--- config.mk ---
export PLATFORM = sky130hd
export DESIGN_NAME = pet_display_ctrl
export DESIGN_NICKNAME = d
export VERILOG_FILES = /design/src/rtl/pet_display_pkg.sv /design/src/rtl/pet_display_ctrl_tick_timer.sv /design/src/rtl/pet_display_ctrl.sv
export SDC_FILE = /design/constraint.sdc
export NUM_CORES = 1
export LEC_CHECK = 0
export CAP_MARGIN = 10
export CORE_UTILIZATION = 51
export DETAILED_ROUTE_END_ITERATION = 8
export PLACE_DENSITY = 0.95
export SYNTH_ARGS = -nofsm -noshare
export SYNTH_HDL_FRONTEND = slang
export SYNTH_SLANG_ARGS = --single-unit
--- constraint.sdc ---
create_clock -name clk -period 6.2 [get_ports clk]
set_clock_uncertainty 0.1 [all_clocks]
set_input_delay 1.86 -clock clk [delete_from_list [all_inputs] [get_ports clk]]
set_output_delay 1.86 -clock clk [all_outputs]
set_load 0.01 [all_outputs]
--- src/rtl/pet_display_pkg.sv ---
// rtl/pet_display_pkg.sv - screen/expression encodings, menu modes and colour defaults
package pet_display_pkg;

   typedef enum logic [2:0] {
      SCR_EXPR    = 3'd0,
      SCR_MENU    = 3'd1,
      SCR_SETTING = 3'd2,
      SCR_GAME    = 3'd3,
      SCR_POTATO  = 3'd4
   } scr_t;

   typedef enum logic [2:0] {
      EXP_IDLE    = 3'd0,
      EXP_HAPPY   = 3'd1,
      EXP_SATISFY = 3'd2,
      EXP_SLEEP   = 3'd3,
      EXP_EXPECT  = 3'd4
   } expr_t;

   localparam logic [15:0] COL_SET_DEF  = 16'h1111;
   localparam logic [15:0] COL_GAME_DEF = 16'h5555;
   localparam logic [15:0] COL_POT_DEF  = 16'h0000;

   localparam logic [2:0] MODE_GAME    = 3'd0;
   localparam logic [2:0] MODE_POTATO  = 3'd1;
   localparam logic [2:0] MODE_SETTING = 3'd2;

   // Reserved cursor positions map back to MENU so a press there is a no-op.
   function automatic scr_t mode_to_scr(input logic [2:0] mode);
      case (mode)
         MODE_GAME:    return SCR_GAME;
         MODE_POTATO:  return SCR_POTATO;
         MODE_SETTING: return SCR_SETTING;
         default:      return SCR_MENU;
      endcase
   endfunction

   function automatic logic enc_legal(input logic [2:0] enc);
      return (enc <= 3'd4);
   endfunction

endpackage

--- src/rtl/pet_display_ctrl_tick_timer.sv ---
// rtl/pet_display_ctrl_tick_timer.sv - saturating tick counter that flags when a limit is reached
module tick_timer (
   input  logic       clk,
   input  logic       rst,
   input  logic       i_tick,
   input  logic       i_clear,
   input  logic       i_en,
   input  logic [7:0] i_limit,
   output logic       o_done
);

   logic [7:0] r_cnt;

   assign o_done = (r_cnt == i_limit);

   // Holds at the limit so done stays asserted until the owner clears it.
   always_ff @(posedge clk) begin
      if (rst || i_clear) begin
         r_cnt <= 8'd0;
      end else if (i_en && i_tick && !o_done) begin
         r_cnt <= r_cnt + 8'd1;
      end
   end

endmodule

--- src/rtl/pet_display_ctrl.sv ---
// rtl/pet_display_ctrl.sv - pet screen/expression FSMs with frame-synchronous commit and pixel mux
module pet_display_ctrl
   import pet_display_pkg::*;
#(
   parameter int               PIX_W    = 16,
   parameter int               N_MODES  = 3,
   parameter int               TICK_CYC = 100_000_000,
   parameter int               IDLE_TO  = 10,
   parameter int               MENU_TO  = 10,
   parameter logic [PIX_W-1:0] COL_SET  = PIX_W'(COL_SET_DEF),
   parameter logic [PIX_W-1:0] COL_GAME = PIX_W'(COL_GAME_DEF),
   parameter logic [PIX_W-1:0] COL_POT  = PIX_W'(COL_POT_DEF)
) (
   input  logic                       clk,
   input  logic                       rst,
   input  logic                       go,
   input  logic                       awaking,
   input  logic                       touched,
   input  logic                       expecting,
   input  logic                       petting,
   input  logic                       pressed,
   input  logic                       left,
   input  logic                       right,
   input  logic                       frame_start,
   input  logic [PIX_W-1:0]           pix_idle,
   input  logic [PIX_W-1:0]           pix_happy,
   input  logic [PIX_W-1:0]           pix_satisfy,
   input  logic [PIX_W-1:0]           pix_sleep,
   input  logic [PIX_W-1:0]           pix_expect,
   input  logic [PIX_W-1:0]           pix_menu,
   output logic [PIX_W-1:0]           pix_out,
   output logic [2:0]                 state_o,
   output logic [2:0]                 expr_o,
   output logic [$clog2(N_MODES)-1:0] mode_o
);

   localparam int             MW        = $clog2(N_MODES);
   localparam logic [MW-1:0]  MODE_LAST = MW'(N_MODES - 1);
   localparam int             TW        = (TICK_CYC > 1) ? $clog2(TICK_CYC) : 1;
   localparam logic [TW-1:0]  TICK_LAST = TW'(TICK_CYC - 1);

   logic [2:0]       r_btn_d;
   logic [2:0]       r_btn_q;
   logic [2:0]       w_btn_e;
   logic             w_press_e;
   logic             w_left_e;
   logic             w_right_e;

   logic [TW-1:0]    r_tick_cnt;
   logic             w_tick;

   logic             w_idle_en;
   logic             w_idle_done;
   logic             w_menu_en;
   logic             w_menu_clear;
   logic             w_menu_done;

   scr_t             r_scr;
   expr_t            r_expr;
   scr_t             w_scr_nx;
   expr_t            w_expr_nx;
   logic [2:0]       r_state;
   logic [2:0]       r_expr_c;
   logic [MW-1:0]    r_mode;
   logic [PIX_W-1:0] r_pix;

   // Bit order {right, left, pressed}; edges come from the registered copy only.
   always_ff @(posedge clk) begin
      if (rst) begin
         r_btn_d <= 3'b000;
         r_btn_q <= 3'b000;
      end else begin
         r_btn_d <= {right, left, pressed};
         r_btn_q <= r_btn_d;
      end
   end

   assign w_btn_e   = r_btn_d & ~r_btn_q;
   assign w_press_e = w_btn_e[0];
   assign w_left_e  = w_btn_e[1];
   assign w_right_e = w_btn_e[2];

   assign w_tick = (r_tick_cnt == TICK_LAST);

   always_ff @(posedge clk) begin
      if (rst || w_tick) begin
         r_tick_cnt <= '0;
      end else begin
         r_tick_cnt <= r_tick_cnt + 1'b1;
      end
   end

   assign w_idle_en    = (r_scr == SCR_EXPR) && (r_expr == EXP_IDLE);
   assign w_menu_en    = (r_scr == SCR_MENU);
   assign w_menu_clear = !w_menu_en || w_press_e || w_left_e || w_right_e;

   tick_timer u_idle_timer (
      .clk     (clk),
      .rst     (rst),
      .i_tick  (w_tick),
      .i_clear (!w_idle_en),
      .i_en    (w_idle_en),
      .i_limit (8'(IDLE_TO)),
      .o_done  (w_idle_done)
   );

   tick_timer u_menu_timer (
      .clk     (clk),
      .rst     (rst),
      .i_tick  (w_tick),
      .i_clear (w_menu_clear),
      .i_en    (w_menu_en),
      .i_limit (8'(MENU_TO)),
      .o_done  (w_menu_done)
   );

   // A press beats a coincident timeout; cursor moves restart the timer instead.
   always_comb begin
      w_scr_nx = r_scr;
      case (r_scr)
         SCR_EXPR: begin
            if (w_press_e) w_scr_nx = SCR_MENU;
         end
         SCR_MENU: begin
            if (w_press_e) begin
               w_scr_nx = mode_to_scr(3'(r_mode));
            end else if (w_menu_done && !w_left_e && !w_right_e) begin
               w_scr_nx = SCR_EXPR;
            end
         end
         SCR_SETTING, SCR_GAME, SCR_POTATO: begin
            if (w_press_e) w_scr_nx = SCR_MENU;
         end
         default: w_scr_nx = SCR_EXPR;
      endcase
   end

   always_comb begin
      w_expr_nx = r_expr;
      if (r_scr == SCR_EXPR) begin
         case (r_expr)
            EXP_IDLE: begin
               if (w_idle_done)         w_expr_nx = EXP_SLEEP;
               else if (expecting)      w_expr_nx = EXP_EXPECT;
               else if (touched || go)  w_expr_nx = EXP_HAPPY;
            end
            EXP_HAPPY: begin
               if (go || !touched) w_expr_nx = EXP_IDLE;
            end
            EXP_SATISFY: begin
               if (!petting) w_expr_nx = EXP_EXPECT;
            end
            EXP_SLEEP: begin
               if (awaking) w_expr_nx = EXP_IDLE;
            end
            EXP_EXPECT: begin
               if (!expecting || w_press_e) w_expr_nx = EXP_IDLE;
               else if (petting)            w_expr_nx = EXP_SATISFY;
            end
            default: w_expr_nx = EXP_IDLE;
         endcase
      end else if (!enc_legal(r_expr)) begin
         w_expr_nx = EXP_IDLE;
      end
   end

   // Pending state tracks the FSMs every cycle; the visible copy only moves on frame_start.
   always_ff @(posedge clk) begin
      if (rst) begin
         r_scr    <= SCR_EXPR;
         r_expr   <= EXP_IDLE;
         r_state  <= SCR_EXPR;
         r_expr_c <= EXP_IDLE;
      end else begin
         r_scr  <= w_scr_nx;
         r_expr <= w_expr_nx;
         if (frame_start) begin
            r_state  <= w_scr_nx;
            r_expr_c <= w_expr_nx;
         end
         if (!enc_legal(r_state)) begin
            r_state <= SCR_EXPR;
            r_scr   <= SCR_EXPR;
         end
         if (!enc_legal(r_expr_c)) begin
            r_expr_c <= EXP_IDLE;
            r_expr   <= EXP_IDLE;
         end
      end
   end

   always_ff @(posedge clk) begin
      if (rst) begin
         r_mode <= '0;
      end else if ((r_scr == SCR_MENU) && (w_left_e ^ w_right_e)) begin
         if (w_right_e) begin
            r_mode <= (r_mode == MODE_LAST) ? '0 : r_mode + 1'b1;
         end else begin
            r_mode <= (r_mode == '0) ? MODE_LAST : r_mode - 1'b1;
         end
      end
   end

   always_ff @(posedge clk) begin
      if (rst) begin
         r_pix <= '0;
      end else begin
         case (r_state)
            SCR_EXPR: begin
               case (r_expr_c)
                  EXP_IDLE:    r_pix <= pix_idle;
                  EXP_HAPPY:   r_pix <= pix_happy;
                  EXP_SATISFY: r_pix <= pix_satisfy;
                  EXP_SLEEP:   r_pix <= pix_sleep;
                  EXP_EXPECT:  r_pix <= pix_expect;
                  default:     r_pix <= '0;
               endcase
            end
            SCR_MENU:    r_pix <= pix_menu;
            SCR_SETTING: r_pix <= COL_SET;
            SCR_GAME:    r_pix <= COL_GAME;
            SCR_POTATO:  r_pix <= COL_POT;
            default:     r_pix <= '0;
         endcase
      end
   end

   assign pix_out = r_pix;
   assign state_o = r_state;
   assign expr_o  = r_expr_c;
   assign mode_o  = r_mode;

endmodule

==> results_dict.tcl <==
set metrics [dict create \
    synthMostInstantiatedCell "dfxtp_1" \
    netlist-cell-type-count 51 \
    r2r.worst_path.cells 5 \
    reg2reg_slack_ns 3.41 \
    max_slew_margin_pct 29.4 \
    synth_ff_type "dfxtp_1" \
    clock_tree.root_cell "clkbuf_8" \
    grt_max_degree 26 \
    ios 131 \
    dp_hpwl_microns 9200 \
    setup_viol 0 \
    die_h_microns 92.6 \
    viasPerCell 5.79 \
    dieArea_sq_um 8570 \
    fin_setup_tns_ns 0 \
    critPathMaxFanout 23 \
    power_mw 1.19 \
    drtIter0Drc 240 \
    core_sq_um 7850 \
    powerDensity_nw_per_um2 208 \
    num_rows 32 \
    nets 746 \
    slew_viol_final 0 \
    rsz0062_at_grt "no" \
    async_flop_share_pct 0 \
    reg2reg_to "r_tick_cnt[13]" \
    place_inst 720 \
    drive_gt1_share_pct 4.73 \
    antennaDiodeCount 0 \
    grt_pass1_vias 4018 \
    worstHoldStart "r_tick_cnt[0]" \
    critPathCaptureType "output pin" \
    track_usage_pct 28.7 \
    netlist_instances 510 \
    finalHoldViolations 0 \
    hold_path_depth 1 \
    syn_area_sq_um 4180 \
    via_count 4261 \
    cts_resized 0 \
    power.switching_mw 0.319 \
    outcome "finished clean" \
    area_growth_pct 37.1 \
    irDropWorstVdd_mv 0.115 \
    crit_type "reg2out" \
    min_period_over_period_pct 57.6 \
    io_buffers 130 \
    nFillCells 576 \
    seq_area_frac_synth_pct 37.8 \
    start_util_pct 53.3 \
    hold_end "r_tick_cnt[0]" \
    fmax_mhz 280 \
    cp.arrival_ns 1.61 \
    finalNonFillerCells 736 \
    grt_pass1_wl_microns 19400 \
    wl_microns 12300 \
    synth_area_leaders "dfxtp_1 (38%), nor2_1 (6.9%), a21oi_1 (5.5%), mux2i_1 (4.5%), xnor2_1 (4.4%)" \
    clock_path_buffers 2 \
    drc_errors 0 \
    synth_top_area_cell "dfxtp_1" \
    maxCapViolations 0 \
    first_pass_iters 5 \
    synthTopCellsByCount "dfxtp_1 (79), nor2_1 (77), a21oi_1 (46)" \
    fp.dieW_microns 92.6 \
    tightest_slew_ns 1.05 \
    htreeDepth 3 \
    crit_path_start_kind "register" \
    cts_tree "built" \
    yosys_register_bits 79 \
    r2r_start "r_tick_cnt[17]" \
    cts_setup_buffers 0 \
    leakagePower_nw 1.99 \
    layout_min_cycle_time_ns 3.57 \
    grt.overflow.total 0 \
    routedWlPerCell_microns 16.7 \
    postRouteAntennaNets 0 \
    cts.sinks 79 \
    synth_top_area_share_pct 37.8 \
    hold_buffers 0 \
    synth_edf_count 0 \
    syn_nets 627 \
    p_int_mw 0.874 \
    grt_antenna_before_repair 0 \
    hp-class "reg2reg" \
    pwr-share-clk_pct 32.2 \
    routabilityCongestion 0.898 \
    postSynthAreaPerCell_sq_um 8.20 \
    power_frac_seq_pct 46.0 \
    cts_made_buffers 9 \
    p_sw_share_pct 26.7 \
    combPwrFrac_pct 21.7 \
    clock_latency_ns 0.35 \
    synth_warnings 0 \
    required_ns 4.24 \
    path_clk_slew_ns 0.08 \
]
flip-flops by register name (all words and copies together) (netlist names):
| signal | cells |
|---|---|
| expr_o | 3 |
| mode_o | 2 |
| pix_out | 16 |
| r_btn_d | 3 |
| r_btn_q | 3 |
| r_expr | 3 |
| r_scr | 3 |
| r_tick_cnt | 27 |
| state_o | 3 |
| u_idle_timer.r_cnt | 8 |
| u_menu_timer.r_cnt | 8 |
metal layers:
layer	part of all wire, %	up-vias	track usage (%)
met4	2.7	0	12.5
li1	-	2059	-
met2	50	133	48.5
met1	42	2039	36.2
met3	5.0	30	4.11
met5	0	-	0
power groups by stage:
stage                     combinational (mW)  sequential (mW)  clock (mW)
after floorplan                        0.117            0.562           0
final                                  0.259            0.549       0.384
after CTS                              0.257            0.549       0.388
after global routing                   0.278            0.552       0.410
after detailed placement               0.256            0.560           0
after global placement                 0.249            0.558           0
worst max-delay path, cell delays in order, from the launching register on:
cell,delay [ns]
dfxtp_1,0.32
buf_4,0.32
clkdlybuf4s50_1,0.62
cells by family after synthesis:
kind of cell	count (synthesis)	synth area share [%]
XOR/XNOR	28	5.86
multiplexers	20	5.09
adder cells (fa/ha/maj)	10	2.99
AO/OA/AOI/OAI	115	17.5
flip-flops	79	37.8
buffers and inverters	42	4.01
AND/OR/NAND/NOR	216	26.8
cell usage in the layout (no fill, tap or decap), types with 5 or more instances in the layout:
master	n
dfxtp_1	79
xnor2_1	21
nor2b_1	14
nor4_1	10
mux2i_1	19
a21o_1	12
clkbuf_8	10
o21ai_0	11
nand2b_1	7
inv_1	17
xor2_1	7
nor2_1	77
or2_2	5
nand2_1	30
a31oi_1	6
nand3_1	13
nand4_1	9
a22oi_1	15
clkdlybuf4s50_1	130
or3_1	8
and4_1	5
nor3_1	12
ha_1	10
a21oi_1	46
how the worst max path moves through the flow:
stage / slack, ns / cells after the start / startpoint / endpoint
2_1_floorplan: 3.24 / 5 / pix_sleep[0] / pix_out[0]
3_3_place_gp: 2.40 / 3 / rst / r_tick_cnt[4]
3_5_place_dp: 2.28 / 3 / rst / r_tick_cnt[3]
4_1_cts: 2.61 / 2 / expr_o[1] / expr_o[1]
5_1_grt: 2.54 / 3 / rst / r_tick_cnt[5]
6_report: 2.63 / 2 / expr_o[1] / expr_o[1]
area by class of cell:
cell class | instances | area [sq um] | area share [%]
Multi-Input combinational cell | 389 | 2440 | 42.5
Sequential cell | 79 | 1580 | 27.6
Timing Repair Buffer | 133 | 1320 | 23.1
Clock buffer | 11 | 141 | 2.47
Tap cell | 102 | 128 | 2.23
Inverter | 17 | 63.8 | 1.11
Clock inverter | 5 | 56.3 | 0.982
stage by stage:
step / setup slack [ns] / instance area (sq um) / hold WS, ns / util, %
global placement: 2.40 / 5540 / 0.319 / 70.5
global route: 2.54 / 5730 / 0.372 / 73.1
detailed placement: 2.28 / 5540 / 0.332 / 70.5
floorplan: 3.24 / 4180 / 0.313 / -
finish: 2.63 / 5730 / 0.345 / 73.1
CTS: 2.61 / 5730 / 0.343 / 73.1
Power figures use the tool's default switching activity.
==> RTL change 1 (config.mk and constraints unchanged) <==
Reset style: asynchronous (`rst`), changed in 4 clocked blocks.
--- a/src/rtl/pet_display_ctrl.sv
+++ b/src/rtl/pet_display_ctrl.sv
@@ -65,7 +65,7 @@
    logic [PIX_W-1:0] r_pix;
 
    // Bit order {right, left, pressed}; edges come from the registered copy only.
-   always_ff @(posedge clk) begin
+   always_ff @(posedge clk or posedge rst) begin
       if (rst) begin
          r_btn_d <= 3'b000;
          r_btn_q <= 3'b000;
@@ -165,7 +165,7 @@
    end
 
    // Pending state tracks the FSMs every cycle; the visible copy only moves on frame_start.
-   always_ff @(posedge clk) begin
+   always_ff @(posedge clk or posedge rst) begin
       if (rst) begin
          r_scr    <= SCR_EXPR;
          r_expr   <= EXP_IDLE;
@@ -189,7 +189,7 @@
       end
    end
 
-   always_ff @(posedge clk) begin
+   always_ff @(posedge clk or posedge rst) begin
       if (rst) begin
          r_mode <= '0;
       end else if ((r_scr == SCR_MENU) && (w_left_e ^ w_right_e)) begin
@@ -201,7 +201,7 @@
       end
    end
 
-   always_ff @(posedge clk) begin
+   always_ff @(posedge clk or posedge rst) begin
       if (rst) begin
          r_pix <= '0;
       end else begin
Check against the original RTL: differs if rst is asserted again (counterexample within 4 cycles, from zero or initial values and one cycle with rst high); with rst held inactive, the same outputs for 10 cycles.
==> RTL change 1 against the unedited design <==
- sequential cell count did not move
- first-iteration DRC count rose by 52%
- wire length grew 4.7%
- largest cell class unchanged
- hold slack got worse by 0.044 ns
- area after synthesis increased by 2.9%
- utilization shrank 1.5 points
- design area is 2.1% higher
- sequential share of layout area increased by 2.5 points
- worst setup slack got worse by 0.50 ns
- critical path depth fell by 1
Power is not compared: it rests on default switching activity, and its combinational part moved more than twofold at a synthesized area within 25%.
==> RTL change 1: results (changes against the unedited design) <==
Status
  – Status: complete, no violations (unchanged)

Synthesis
  – Yosys cell types: 58 (was 51)
  – Commonest cells in the netlist: nor2_1, dfxtp_1, dfrtp_1 (was dfxtp_1, nor2_1, a21oi_1)
  – Async S/R FF share, synth: 0.456 (was 0)
  – Synth Net Count: 599 (was 627)
  – Post-Synthesis Cells: 483 (was 510)
  – Synth warn: 0 (unchanged)
  – Sequential-to-total area share from yosys stat: 0.409 (was 0.378)
  – Most area-consuming cells after synthesis: dfrtp_1, dfxtp_1, a22oi_1, nor2_1, xor2_1 (was dfxtp_1, nor2_1, a21oi_1, mux2i_1, xnor2_1)

Routing
  – Drt total wl: 12,900 µm (was 12,300 µm)
  – Vias: 4,392 (was 4,261)
  – 1st-iter DRT viols: 364 (was 240)
  – DR pass1 iterations: 6 (was 5)

Power and ir drop
  – Power Dens Cells: around 330 mW/mm²
  – Peak VDD IR: 0.269 mV
  – Static leakage: about 2.2 nW
  – Sw Ratio: 0.379
  – Comb group: around 0.85 mW

CTS
  – Clk buf depth: 2 (unchanged)
  – CTS Buf Count: 9 (unchanged)
  – Clock-pin slew on the worst setup and hold paths: 0.08 ns (about the same)
  – Cts repair resizes: 0 (unchanged)
  – H-Tree Depth: 3 (unchanged)

Final layout
  – Max FFs per register: 27 (unchanged)
  – Share of layout cells above drive strength 1: 0.0687 (was 0.0473)
  – Filler cell count: 560 (was 576)
  – Non-Filler Instances: 716 (was 736)
  – Most flop-heavy register: r_tick_cnt (unchanged)
  – End-of-flow core utilization: 0.716 (was 0.731)
  – Ant. Diodes: 0 (unchanged)

Setup path
  – Crit-path max FO: 35 (was 23)
  – Max stage delay on crit path: 1.06 ns (was 0.62 ns)
  – Crit-path slowest cell: dfrtp_1 (was clkdlybuf4s50_1)
  – Top Family by Delay on Critical Path: flip-flops (was buffers and inverters)
  – WP data arrival: 2.11 ns (was 1.61 ns)

Global routing
  – All-Layer GR Usage: 0.292 (was 0.287)
  – Vias in the first global route: 4,194 (was 4,018)
  – Largest net degree at the start of global routing: 39 (was 26)
  – Antenna violations before repair: 0 (unchanged)
  – First-pass GRT wire length: 19,900 µm (was 19,400 µm)

Placed design
  – Placed cell count: 700 (was 720)
  – Pre-CTS setup slack: 2.15 ns (was 2.28 ns)
  – GPL Wtd Cong: 0.929 (was 0.898)
  – Port Buffers: 130 (unchanged)
  – Detail Placement HPWL: 9610 µm (was 9200 µm)
  – Placement Cell Area: 0.00567 mm² (was 0.00554 mm²)

Timing
  – Worst slew margin: 0.180 (was 0.294)
-- RTL change 1: area by class of cell --
| cell class | count | share of cell area |
|---|---|---|
| clock buffer | 13 | 0.0274 |
| clock inverter | 3 | 0.00299 |
| inverter | 18 | 0.0115 |
| multi-input combinational | 365 | 0.408 |
| sequential | 79 | 0.301 |
| tap | 105 | 0.0225 |
| timing repair buffer | 133 | 0.226 |
-- RTL change 1: per-layer routing --
layer | global-route usage | up-vias | routed length, µm
li1 | - | 2025 | -
met1 | 0.370 | 2118 | 5250
met2 | 0.493 | 210 | 6500
met3 | 0.0558 | 39 | 745
met4 | 0.109 | 0 | 390
met5 | 0 | - | 0
-- RTL change 1: logic make-up (layout without fill, tap and decap cells) --
| group | count (synthesis) | after routing | synth area share |
|---|---|---|---|
| XOR/XNOR | 28 | 28 | 0.0570 |
| flip-flops | 79 | 79 | 0.409 |
| multiplexers | 17 | 17 | 0.0468 |
| AO/OA/AOI/OAI | 108 | 108 | 0.174 |
| adder cells (fa/ha/maj) | 9 | 9 | 0.0262 |
| buffers and inverters | 39 | 167 | 0.0360 |
| AND/OR/NAND/NOR | 203 | 203 | 0.251 |
-- RTL change 1: path summary, 6_finish.rpt --
path / cells past startpoint / to / startpoint / slack [ns]
setup / recovery: 1 / expr_o[1] / expr_o[1] / 2.13
hold / removal: 0 / r_btn_q[2] / r_btn_d[2] / 0.30
setup reg to reg: 4 / pix_out[3] / expr_o[0] / 3.28
hold reg to reg: 0 / r_btn_q[2] / r_btn_d[2] / 0.30
max in group asynchronous: 3 / pix_out[2] / rst / 3.62
min in group asynchronous: 3 / r_scr[1] / rst / 2.04
==> RTL change 2 (same settings) <==
Made on the original files. Change the parameter `MENU_TO` from 10 to 5.
--- a/src/rtl/pet_display_ctrl.sv
+++ b/src/rtl/pet_display_ctrl.sv
@@ -6,7 +6,7 @@
    parameter int               N_MODES  = 3,
    parameter int               TICK_CYC = 100_000_000,
    parameter int               IDLE_TO  = 10,
-   parameter int               MENU_TO  = 10,
+   parameter int               MENU_TO  = 5,
    parameter logic [PIX_W-1:0] COL_SET  = PIX_W'(COL_SET_DEF),
    parameter logic [PIX_W-1:0] COL_GAME = PIX_W'(COL_GAME_DEF),
    parameter logic [PIX_W-1:0] COL_POT  = PIX_W'(COL_POT_DEF)
Function: same outputs for any inputs over 10 cycles, from zero or initial values and one cycle with rst high; that may be too few to reach the edited logic, so the function may still have changed.
==> RTL change 2 against the unedited design <==
- worst setup slack got worse by 0.57 ns
- via count up 5.0%
- cell count rose by 1.1%
- design area grew 0.31%
- sequential cell count did not move
- first-iteration DRC count increased by 15%
- power up 0.77%
- area after synthesis about the same
- wire length grew 3.9%
==> RTL change 2: results (changes against the unedited design) <==
Status
  – Status: complete, no violations (unchanged)

Setup path
  – Reg-to-Reg Start: r_tick_cnt[0] (was r_tick_cnt[17])
  – Max stage delay on crit path: 1.12 ns (was 0.62 ns)
  – Top Family by Delay on Critical Path: flip-flops (was buffers and inverters)
  – WP data arrival: 2.19 ns (was 1.61 ns)
  – Crit-path slowest cell: dfxtp_1 (was clkdlybuf4s50_1)
  – Reg-to-Reg End: r_tick_cnt[19] (was r_tick_cnt[13])
  – R2r setup slk: 2.80 ns (was 3.41 ns)
  – Crit-path max FO: 24 (was 23)

Hold path
  – Worst hold path depth: 1 (unchanged)
  – WHS Endpoint: r_btn_q[1] (was r_tick_cnt[0])
  – Min-delay src: r_btn_d[1] (was r_tick_cnt[0])

Global routing
  – M1 GR Usage: 0.358 (was 0.362)
  – All-Layer GR Usage: 0.292 (was 0.287)
  – Vias in the first global route: 4,235 (was 4,018)
  – Met2 GRT Util: 0.496 (was 0.485)
  – First-pass GRT wire length: 19,700 µm (was 19,400 µm)
  – GR met3 Demand/Resource: 0.0468 (was 0.0411)
  – GR Overflow Total: 0 (unchanged)

Synthesis
  – Post-synthesis xor/xnor area fraction: 0.0545 (was 0.0586)
  – Yosys cell types: 54 (was 51)
  – Commonest cells in the netlist: dfxtp_1, nor2_1, a21oi_1 (unchanged)
  – Sequential-to-total area share from yosys stat: 0.378 (about the same)
  – Most area-consuming cells after synthesis: dfxtp_1, nor2_1, mux2i_1, a21oi_1, o21ai_0 (was dfxtp_1, nor2_1, a21oi_1, mux2i_1, xnor2_1)
  – Synth Net Count: 631 (was 627)
  – Synth Area per Inst: 8.14 µm² (was 8.20 µm²)
  – Compound-Gate Fraction of Synth Area: 0.181 (was 0.175)
  – Mux share of post-synthesis cell area: 0.0530 (was 0.0509)
  – Post-synthesis adder-cell area fraction: 0.0299 (about the same)

Placed design
  – Detail Placement HPWL: 9400 µm (was 9200 µm)
  – Placed cell count: 728 (was 720)
  – Placement Cell Area: 0.00555 mm² (was 0.00554 mm²)
  – GPL Wtd Cong: 0.874 (was 0.898)
  – Pre-CTS setup slack: 2.28 ns (about the same)

CTS
  – Post-CTS setup buffers: 0 (unchanged)

Timing
  – WHS: 0.366 ns (was 0.345 ns)
  – Worst Tran Pin Value: 1.20 ns (was 1.05 ns)
  – Final Critical Period: 4.15 ns (was 3.57 ns)

Power and ir drop
  – Net Sw Power: 0.328 mW (was 0.319 mW)
  – Peak VDD IR: 0.137 mV (was 0.115 mV)
  – Static leakage: 2.01 nW (was 1.99 nW)

Routing
  – DR pass1 iterations: 7 (was 5)
  – WL/cell: 17.2 µm (was 16.7 µm)
  – Met1 Wirelength: 5190 µm (was 5200 µm)
  – WL met2: 6360 µm (was 6160 µm)
  – Highest routed metal layer: met4 (unchanged)
  – Drt total wl: 12,800 µm (was 12,300 µm)
  – 1st-iter DRT viols: 276 (was 240)
  – Met3 routed WL: 833 µm (was 620 µm)

Final layout
  – Max FFs per register: 27 (unchanged)
  – Share of layout cells above drive strength 1: 0.0467 (was 0.0473)
## RTL change 2: changes by cell type in the layout (fill, tap and decap cells not counted), sizes merged, moves of 4 or more
cell / change
nor2: -18
nand3: +8
a21o: -9
xnor2: -13
a31oi: -4
o21a: +5
a22o: +11
nand2: +9
inv: -4
o21ai: +24
a22oi: -11
and3: +6
xor2: +11
a21oi: -5
## RTL change 2: power groups by stage
stage | combinational, mW | sequential [mW] | clock, mW
floorplan | 0.113 | 0.566 | 0
global placement | 0.247 | 0.563 | 0
detailed placement | 0.254 | 0.566 | 0
CTS | 0.257 | 0.554 | 0.386
global route | 0.277 | 0.558 | 0.409
finish | 0.260 | 0.555 | 0.387
## RTL change 2: final cells by class
class | count | area, µm²
timing repair buffer | 133 | 1320
inverter | 14 | 52.6
multi-input combinational | 400 | 2470
clock inverter | 6 | 60.1
fill | 568 | 2100
sequential | 79 | 1580
tap | 102 | 128
clock buffer | 10 | 138
